--- src/rtl/trgo_if.sv ---
// Trigger-output bundle between the timer core and the TRGO generator.
// master = the generator (drives trgo_o/trg_evt_o); slave = the consuming side.
interface trgo_if #(
    parameter int CH_PAIRS_NUM = 2
);
    logic [2:0]                  mms_i;
    logic                        ug_i;
    logic                        cen_i;
    logic                        uev_i;
    logic                        cc1_evt_i;
    logic [CH_PAIRS_NUM*2-1:0]   ocref_i;
    logic                        msm_i;
    logic [3:0]                  pw_i;
    logic                        trgo_o;
    logic                        trg_evt_o;

    modport master (
        input  mms_i, ug_i, cen_i, uev_i, cc1_evt_i, ocref_i, msm_i, pw_i,
        output trgo_o, trg_evt_o
    );

    modport slave (
        output mms_i, ug_i, cen_i, uev_i, cc1_evt_i, ocref_i, msm_i, pw_i,
        input  trgo_o, trg_evt_o
    );
endinterface

--- src/rtl/trgo_generator.sv ---
// Master-mode TRGO generator: selects a timer event/level, optionally stretches pulses,
// optionally delays one cycle for master/slave alignment. Macro: GPT_TRGO_STRETCH_EN.
module trgo_generator #(
    parameter int CH_PAIRS_NUM = 2
) (
    input  logic   clk_i,
    input  logic   aresetn_i,
    trgo_if.master bus
);
    localparam int CH_NUM = CH_PAIRS_NUM * 2;

    typedef enum logic {
        IDLE   = 1'b0,
        ACTIVE = 1'b1
    } state_t;

    state_t     state;
    state_t     state_next;
    logic [2:0] mms_q;
    logic       mms_chg;
    logic       level_mode;
    logic       pulse_evt;
    logic       lvl_q;
    logic       pre;
    logic       dly_q;
    logic       trgo_next;
    logic       trgo;
    logic       trg_evt;

`ifdef GPT_TRGO_STRETCH_EN
    logic [3:0] cnt;
    logic [3:0] cnt_next;
`endif

    function automatic logic is_pulse(input logic [2:0] mms);
        return (mms == 3'b000) || (mms == 3'b010) || (mms == 3'b011);
    endfunction

    function automatic logic sel_pulse(input logic [2:0] mms, input logic ug,
                                       input logic uev, input logic cc1);
        logic evt;
        evt = 1'b0;
        case (mms)
            3'b000:  evt = ug;
            3'b010:  evt = uev;
            3'b011:  evt = cc1;
            default: evt = 1'b0;
        endcase
        return evt;
    endfunction

    // Channels beyond the implemented count read as a constant-low level.
    function automatic logic sel_level(input logic [2:0] mms, input logic cen,
                                       input logic [CH_NUM-1:0] ocref);
        logic lvl;
        lvl = 1'b0;
        if (mms == 3'b001) begin
            lvl = cen;
        end else if (mms[2]) begin
            for (int i = 0; i < CH_NUM; i++) begin
                if (i < 4 && int'(mms[1:0]) == i) lvl = ocref[i];
            end
        end
        return lvl;
    endfunction

    always_comb begin
        mms_chg    = (bus.mms_i != mms_q);
        level_mode = !is_pulse(mms_q);
        pulse_evt  = !mms_chg && is_pulse(bus.mms_i) &&
                     sel_pulse(bus.mms_i, bus.ug_i, bus.uev_i, bus.cc1_evt_i);
    end

    always_comb begin
        state_next = state;
`ifdef GPT_TRGO_STRETCH_EN
        cnt_next   = cnt;
`endif
        if (mms_chg || level_mode) begin
            state_next = IDLE;
`ifdef GPT_TRGO_STRETCH_EN
            cnt_next   = '0;
`endif
        end else begin
            case (state)
                IDLE: begin
                    if (pulse_evt) begin
                        state_next = ACTIVE;
`ifdef GPT_TRGO_STRETCH_EN
                        cnt_next   = bus.pw_i;
`endif
                    end
                end
                ACTIVE: begin
`ifdef GPT_TRGO_STRETCH_EN
                    // A fresh event beats the terminal count so the output never gaps.
                    if (pulse_evt) begin
                        cnt_next = bus.pw_i;
                    end else if (cnt == 4'd0) begin
                        state_next = IDLE;
                    end else begin
                        cnt_next = cnt - 4'd1;
                    end
`else
                    if (!pulse_evt) state_next = IDLE;
`endif
                end
                default: state_next = IDLE;
            endcase
        end
    end

    always_comb begin
        if (mms_chg) begin
            pre = 1'b0;
        end else if (level_mode) begin
            pre = lvl_q;
        end else begin
            pre = (state == ACTIVE);
        end
        trgo_next = bus.msm_i ? dly_q : pre;
    end

    // Level sample follows the incoming selection; a source change is masked by mms_chg.
    always_ff @(posedge clk_i) begin
        lvl_q <= sel_level(bus.mms_i, bus.cen_i, bus.ocref_i);
    end

    always_ff @(posedge clk_i) begin
        if (!aresetn_i) begin
            state   <= IDLE;
            mms_q   <= 3'b000;
            dly_q   <= 1'b0;
            trgo    <= 1'b0;
            trg_evt <= 1'b0;
`ifdef GPT_TRGO_STRETCH_EN
            cnt     <= '0;
`endif
        end else begin
            state   <= state_next;
            mms_q   <= bus.mms_i;
            dly_q   <= pre;
            trgo    <= trgo_next;
            trg_evt <= trgo_next & ~trgo;
`ifdef GPT_TRGO_STRETCH_EN
            cnt     <= cnt_next;
`endif
        end
    end

    assign bus.trgo_o    = trgo;
    assign bus.trg_evt_o = trg_evt;

endmodule

--- src/flat_wrapper.sv ---
// flat-port wrapper written by rule: the top's interface ports become plain ports
module trgo_generator_flat 
#(
    parameter int CH_PAIRS_NUM = 2
)
  (clk_i, aresetn_i, bus_mms_i, bus_ug_i, bus_cen_i, bus_uev_i, bus_cc1_evt_i, bus_ocref_i, bus_msm_i, bus_pw_i, bus_trgo_o, bus_trg_evt_o);
  trgo_if #(.CH_PAIRS_NUM(CH_PAIRS_NUM)) bus_i ();
  input  logic clk_i;
  input  logic aresetn_i;
  input wire logic [$bits(bus_i.mms_i)-1:0] bus_mms_i;
  input wire logic [$bits(bus_i.ug_i)-1:0] bus_ug_i;
  input wire logic [$bits(bus_i.cen_i)-1:0] bus_cen_i;
  input wire logic [$bits(bus_i.uev_i)-1:0] bus_uev_i;
  input wire logic [$bits(bus_i.cc1_evt_i)-1:0] bus_cc1_evt_i;
  input wire logic [$bits(bus_i.ocref_i)-1:0] bus_ocref_i;
  input wire logic [$bits(bus_i.msm_i)-1:0] bus_msm_i;
  input wire logic [$bits(bus_i.pw_i)-1:0] bus_pw_i;
  output wire logic [$bits(bus_i.trgo_o)-1:0] bus_trgo_o;
  output wire logic [$bits(bus_i.trg_evt_o)-1:0] bus_trg_evt_o;
  assign bus_i.mms_i = bus_mms_i;
  assign bus_i.ug_i = bus_ug_i;
  assign bus_i.cen_i = bus_cen_i;
  assign bus_i.uev_i = bus_uev_i;
  assign bus_i.cc1_evt_i = bus_cc1_evt_i;
  assign bus_i.ocref_i = bus_ocref_i;
  assign bus_i.msm_i = bus_msm_i;
  assign bus_i.pw_i = bus_pw_i;
  assign bus_trgo_o = bus_i.trgo_o;
  assign bus_trg_evt_o = bus_i.trg_evt_o;
  trgo_generator #(.CH_PAIRS_NUM(CH_PAIRS_NUM)) u_core (.clk_i(clk_i), .aresetn_i(aresetn_i), .bus(bus_i));
endmodule
--- config.mk ---
export PLATFORM = sky130hd
export DESIGN_NAME = trgo_generator_flat
export DESIGN_NICKNAME = d
export VERILOG_FILES = /design/src/rtl/trgo_if.sv /design/src/rtl/trgo_generator.sv /design/src/flat_wrapper.sv
export SDC_FILE = /design/constraint.sdc
export NUM_CORES = 1
export LEC_CHECK = 0
export ABC_AREA = 1
export ABC_CLOCK_PERIOD_IN_PS = 1250
export BUFFER_PORTS_ARGS = -buffer_cell sky130_fd_sc_hd__clkbuf_2
export CAP_MARGIN = 0
export CORE_AREA = 2 2 39 41
export DETAILED_ROUTE_END_ITERATION = 7
export DIE_AREA = 0 0 41 43
export MAX_ROUTING_LAYER = met4
export SYNTH_ARGS = -nofsm -noshare
export SYNTH_HDL_FRONTEND = slang
export SYNTH_SLANG_ARGS = --single-unit
--- constraint.sdc ---
create_clock -name clk_i -period 1.25 [get_ports clk_i]
set_clock_uncertainty 0.05 [all_clocks]
set_input_delay 0.375 -clock clk_i [delete_from_list [all_inputs] [get_ports clk_i]]
set_output_delay 0.375 -clock clk_i [all_outputs]
set_load 0.1 [all_outputs]
---- After elaboration in Yosys (flattened, before gate mapping) ----
Cells that the tools add are included.
operators by class
  multiplexer cells ....................... 11
  bitwise operators ....................... 3
  equality and inequality tests ........... 9
  reductions and logical operators ........ 13
operators with widths
  cell                                            count
  == test 3 x 2 -> 1 bit (second input constant)  4
  2-to-1 mux 1 bit                                10
  logical NOT 3 bit                               2
  logical OR 1 bit                                5
  == test 2 bit (second input constant)           2
  == test 3 x 1 -> 1 bit (second input constant)  1
  != test 3 bit                                   1
  case mux 1 bit (3 select lines)                 1
  == test 2 x 1 -> 1 bit (second input constant)  1
  logical AND 1 bit                               2
  logical NOT 1 bit                               2
  logical NOT 2 bit                               1
  NOT 1 bit                                       2
  OR reduction 2 bit                              1
  bitwise AND 1 bit                               1
storage, ports and cells
  input bits .............................. 18
  output and inout bits ................... 2
  bits in registers ....................... 8
  word-level logic and storage cells ...... 42

---- Depth between registers and ports, before layout ----
  depth after elaboration ................. 7
  mapped depth ............................ 10
  mapped depth without buffers ............ 9

---- Least setup slack after synthesis ----
OpenSTA, ideal clock, no wires.
  kind .................................... reg-to-output
  from .................................... reg u_core.trgo, in the netlist u_core.bus.trgo_o
  to ...................................... out bus_trgo_o
  required time ........................... 0.825 ns
  stages on the path, launching flop included .. 1
  arrival time ............................ 0.939 ns
  buffers on the path ..................... 0
  slack ................................... -0.114 ns
  path through ............................ dfxtp_1
RTL lines
  element                   RTL line               RTL
  start: declaration        trgo_generator.sv:27   logic trgo;
  start signal: assignment  trgo_generator.sv:143  trgo <= trgo_next;
  end: declaration          flat_wrapper.sv:18     output wire logic [$bits(bus_i.trgo_o)-1:0] bus_trgo_o;
No word-level cell between the ends.

---- Final worst setup path ----
  from .................................... reg u_core.trgo, in the netlist u_core.bus.trgo_o
  to ...................................... out bus_trgo_o
No word-level cell between the ends.

==> impl_metrics.json <==
{
  "antenna_found_initial": 0,
  "cts-root-buf": "clkbuf_4",
  "setup_viol": 0,
  "synth_most_common_cell": "nand2_1",
  "grtUsageTotal": 0.109,
  "hold_end": "u_core.lvl_q$_DFF_P_",
  "final_layout_size_suffix_gt1_frac": 0.354,
  "busiest_layer": "met1",
  "crit_path_max_fanout": 2,
  "dpl.hpwl_um": 615,
  "ctsLongestPathBuffers": 2,
  "cts_setup_buffers": 0,
  "wl_um": 724,
  "ir_drop_v": 0.000373,
  "drt_iter0_markers": 3,
  "outcome": "finished, final reports clean",
  "cts_resized": 0,
  "netlist_instances": 62,
  "max_slew.worst_pin.slew_ns": 0.181,
  "row_count": 14,
  "p_clk_frac": 0.329,
  "numCtsBuffers": 3,
  "power_frac_comb": 0.194,
  "synth-seq-area-share": 0.384,
  "postPlaceCellArea_sq_um": 533,
  "seq_area_sq_um": 163,
  "crit_path_max_incr_delay_ns": 0.35,
  "synthArstFlopShare": 0,
  "slew_viol_final": 0,
  "r2r_start": "u_core.mms_q[1]$_SDFF_PN0_",
  "overflow": 0,
  "synthTopCellsByArea": "dfxtp_1, nand2_1, inv_1, nand3_1, nand2_2",
  "gr-usage-met2": 0.131,
  "p_leak_nw": 0.316,
  "intPower_uw": 423,
  "grt_pass1_wl_um": 1240,
  "cts_tree": "built",
  "ant_nets": 0,
  "fillers": 150,
  "finalInstanceArea_sq_um": 556,
  "synth_edf_count": 0,
  "cp-start-kind": "flip-flop",
  "swShare": 0.266,
  "fmax_ghz": 0.836,
  "use_met3": 0.0471,
  "p_seq_frac": 0.476,
  "cp_cell_sequence": "buf_12",
  "timing.critical_path.from": "u_core.bus.trgo_o$_SDFF_PN0_",
  "yosysTopAreaCell": "dfxtp_1",
  "yosys-top-cells-count": "nand2_1, inv_1, dfxtp_1",
  "post-route-min-period_ns": 1.20,
  "worstHoldPathType": "input pin to flip-flop",
  "critPathArrivalTime_ns": 0.77,
  "rsz0062_at_grt": "no",
  "cp_top_family": "flip-flops",
  "die_area_sq_mm": 0.00176,
  "post_drt_via_cell_ratio": 4.24,
  "nets": 99,
  "p_switching_uw": 153,
  "synthFlopType": "dfxtp_1",
  "die_w_um": 41,
  "pin_count": 20,
  "p_per_area_mw_per_mm2": 1040,
  "clk-insertion-delay-late_ns": 0.25,
  "vias": 403,
  "core-area_sq_mm": 0.00138,
  "met1_usage": 0.149,
  "multi_input_area_sq_um": 191,
  "cts_hold_buf": 0,
  "yosys_warnings": 0,
  "place.gp.congestion": 0.756,
  "r2r_end": "u_core.bus.trgo_o$_SDFF_PN0_",
  "clk_pin_slew_ns": 0.05,
  "syn-num-nets": 80,
  "hold_viol": 0,
  "syn2layout_area_growth_pct": 33.3,
  "drc": 0,
  "hold_depth": 3,
  "crit_path_end_kind": "output pin",
  "cap_violations": 0,
  "die_h_um": 43,
  "synth_cell_types": 17,
  "diodes": 0,
  "io_buffers": 15,
  "synth_seq_cells": 8,
  "fin_tns_setup_ns": 0,
  "worst-path-buf-inv": 1,
  "final_util": 0.401,
  "dr.pass1.iters": 3,
  "relSlewSlack": 0.878,
  "crit_required_ns": 0.83,
  "holdCritStartpoint": "bus_cen_i",
  "fin_crit_sh": 0.957,
  "htreeDepth": 1,
  "grt_pass1_vias": 324,
  "grt_max_degree": 9,
  "critical_path.slowest_cell": "dfxtp_2",
  "yosys.area.top_type_share": 0.384,
  "path_class": "flip-flop to output pin",
  "reg2reg_slack_ns": 0.19,
  "post_synth.cell_area_avg_sq_um": 6.72,
  "syn_area_sq_um": 417,
  "wl_per_cell_um": 7.62,
  "start_util": 0.301,
  "cts.sinks": 8,
  "rr_worst_depth": 9
}
[metrics by stage]
stage	std cells	total power, mW	setup slack, ns	hold WS [ns]
finish	95	0.576	0.0544	0.313
global route	95	0.610	0.0282	0.320
CTS	95	0.587	0.0438	0.310
detailed placement	92	0.392	0.0170	0.373
global placement	92	0.391	0.0228	0.370
floorplan	62	0.350	0.152	0.418
[power by group through the flow]
stage / registers, mW / logic, mW / clock network [mW]
2_1_floorplan: 0.298 / 0.0525 / 0
4_1_cts: 0.274 / 0.113 / 0.200
5_1_grt: 0.276 / 0.125 / 0.210
6_report: 0.274 / 0.112 / 0.190
3_5_place_dp: 0.280 / 0.113 / 0
3_3_place_gp: 0.279 / 0.112 / 0
[flip-flops by register name, indices dropped and copies added, names as in the netlist]
signal / flops
u_core.state: 1
u_core.lvl_q: 1
u_core.bus.trg_evt_o: 1
u_core.mms_q: 3
u_core.bus.trgo_o: 1
u_core.dly_q: 1
[worst min-delay path: stages]
cell and delay (ns):
clkbuf_2 0.08, nand3b_1 0.06, o21ai_0 0.06
[final cells by class]
cell class | count | share of cell area
timing repair buffer | 15 | 0.189
multi-input combinational | 39 | 0.345
sequential | 8 | 0.293
inverter | 14 | 0.0968
clock buffer | 3 | 0.0405
tap | 16 | 0.0360
[cells by family (layout without fill, tap and decap cells)]
| group | count (synthesis) | after routing | synth area share |
|---|---|---|---|
| simple gates | 34 | 34 | 0.378 |
| buf+inv | 15 | 32 | 0.156 |
| xor+xnor | 1 | 1 | 0.0210 |
| compound gates | 4 | 4 | 0.0601 |
| flops | 8 | 8 | 0.384 |
[worst max path at each step]
stage | end | slack, ns | cells after the start
2_1_floorplan | u_core.bus.trg_evt_o$_SDFF_PN0_ | 0.15 | 10
4_1_cts | bus_trgo_o | 0.04 | 1
3_5_place_dp | u_core.bus.trg_evt_o$_SDFF_PN0_ | 0.02 | 10
3_3_place_gp | u_core.bus.trg_evt_o$_SDFF_PN0_ | 0.02 | 10
6_report | bus_trgo_o | 0.05 | 1
5_1_grt | bus_trgo_o | 0.03 | 1
[cells in the final DEF, fill, tap and decap left out, drive strengths merged]
cell	count
buf	2
clkbuf	16
clkinv	1
dfxtp	8
inv	13
nand2	22
nand3	4
nand3b	1
nor2	5
nor3	1
o211ai	1
o21ai	2
o31ai	1
or3	1
xor2	1
[metal layers]
layer,up-vias,routed length [um]
li1,221,-
met1,171,349
met2,9,324
met3,2,37
met4,0,12
met5,-,0
(Power assumes the default switching activity.)
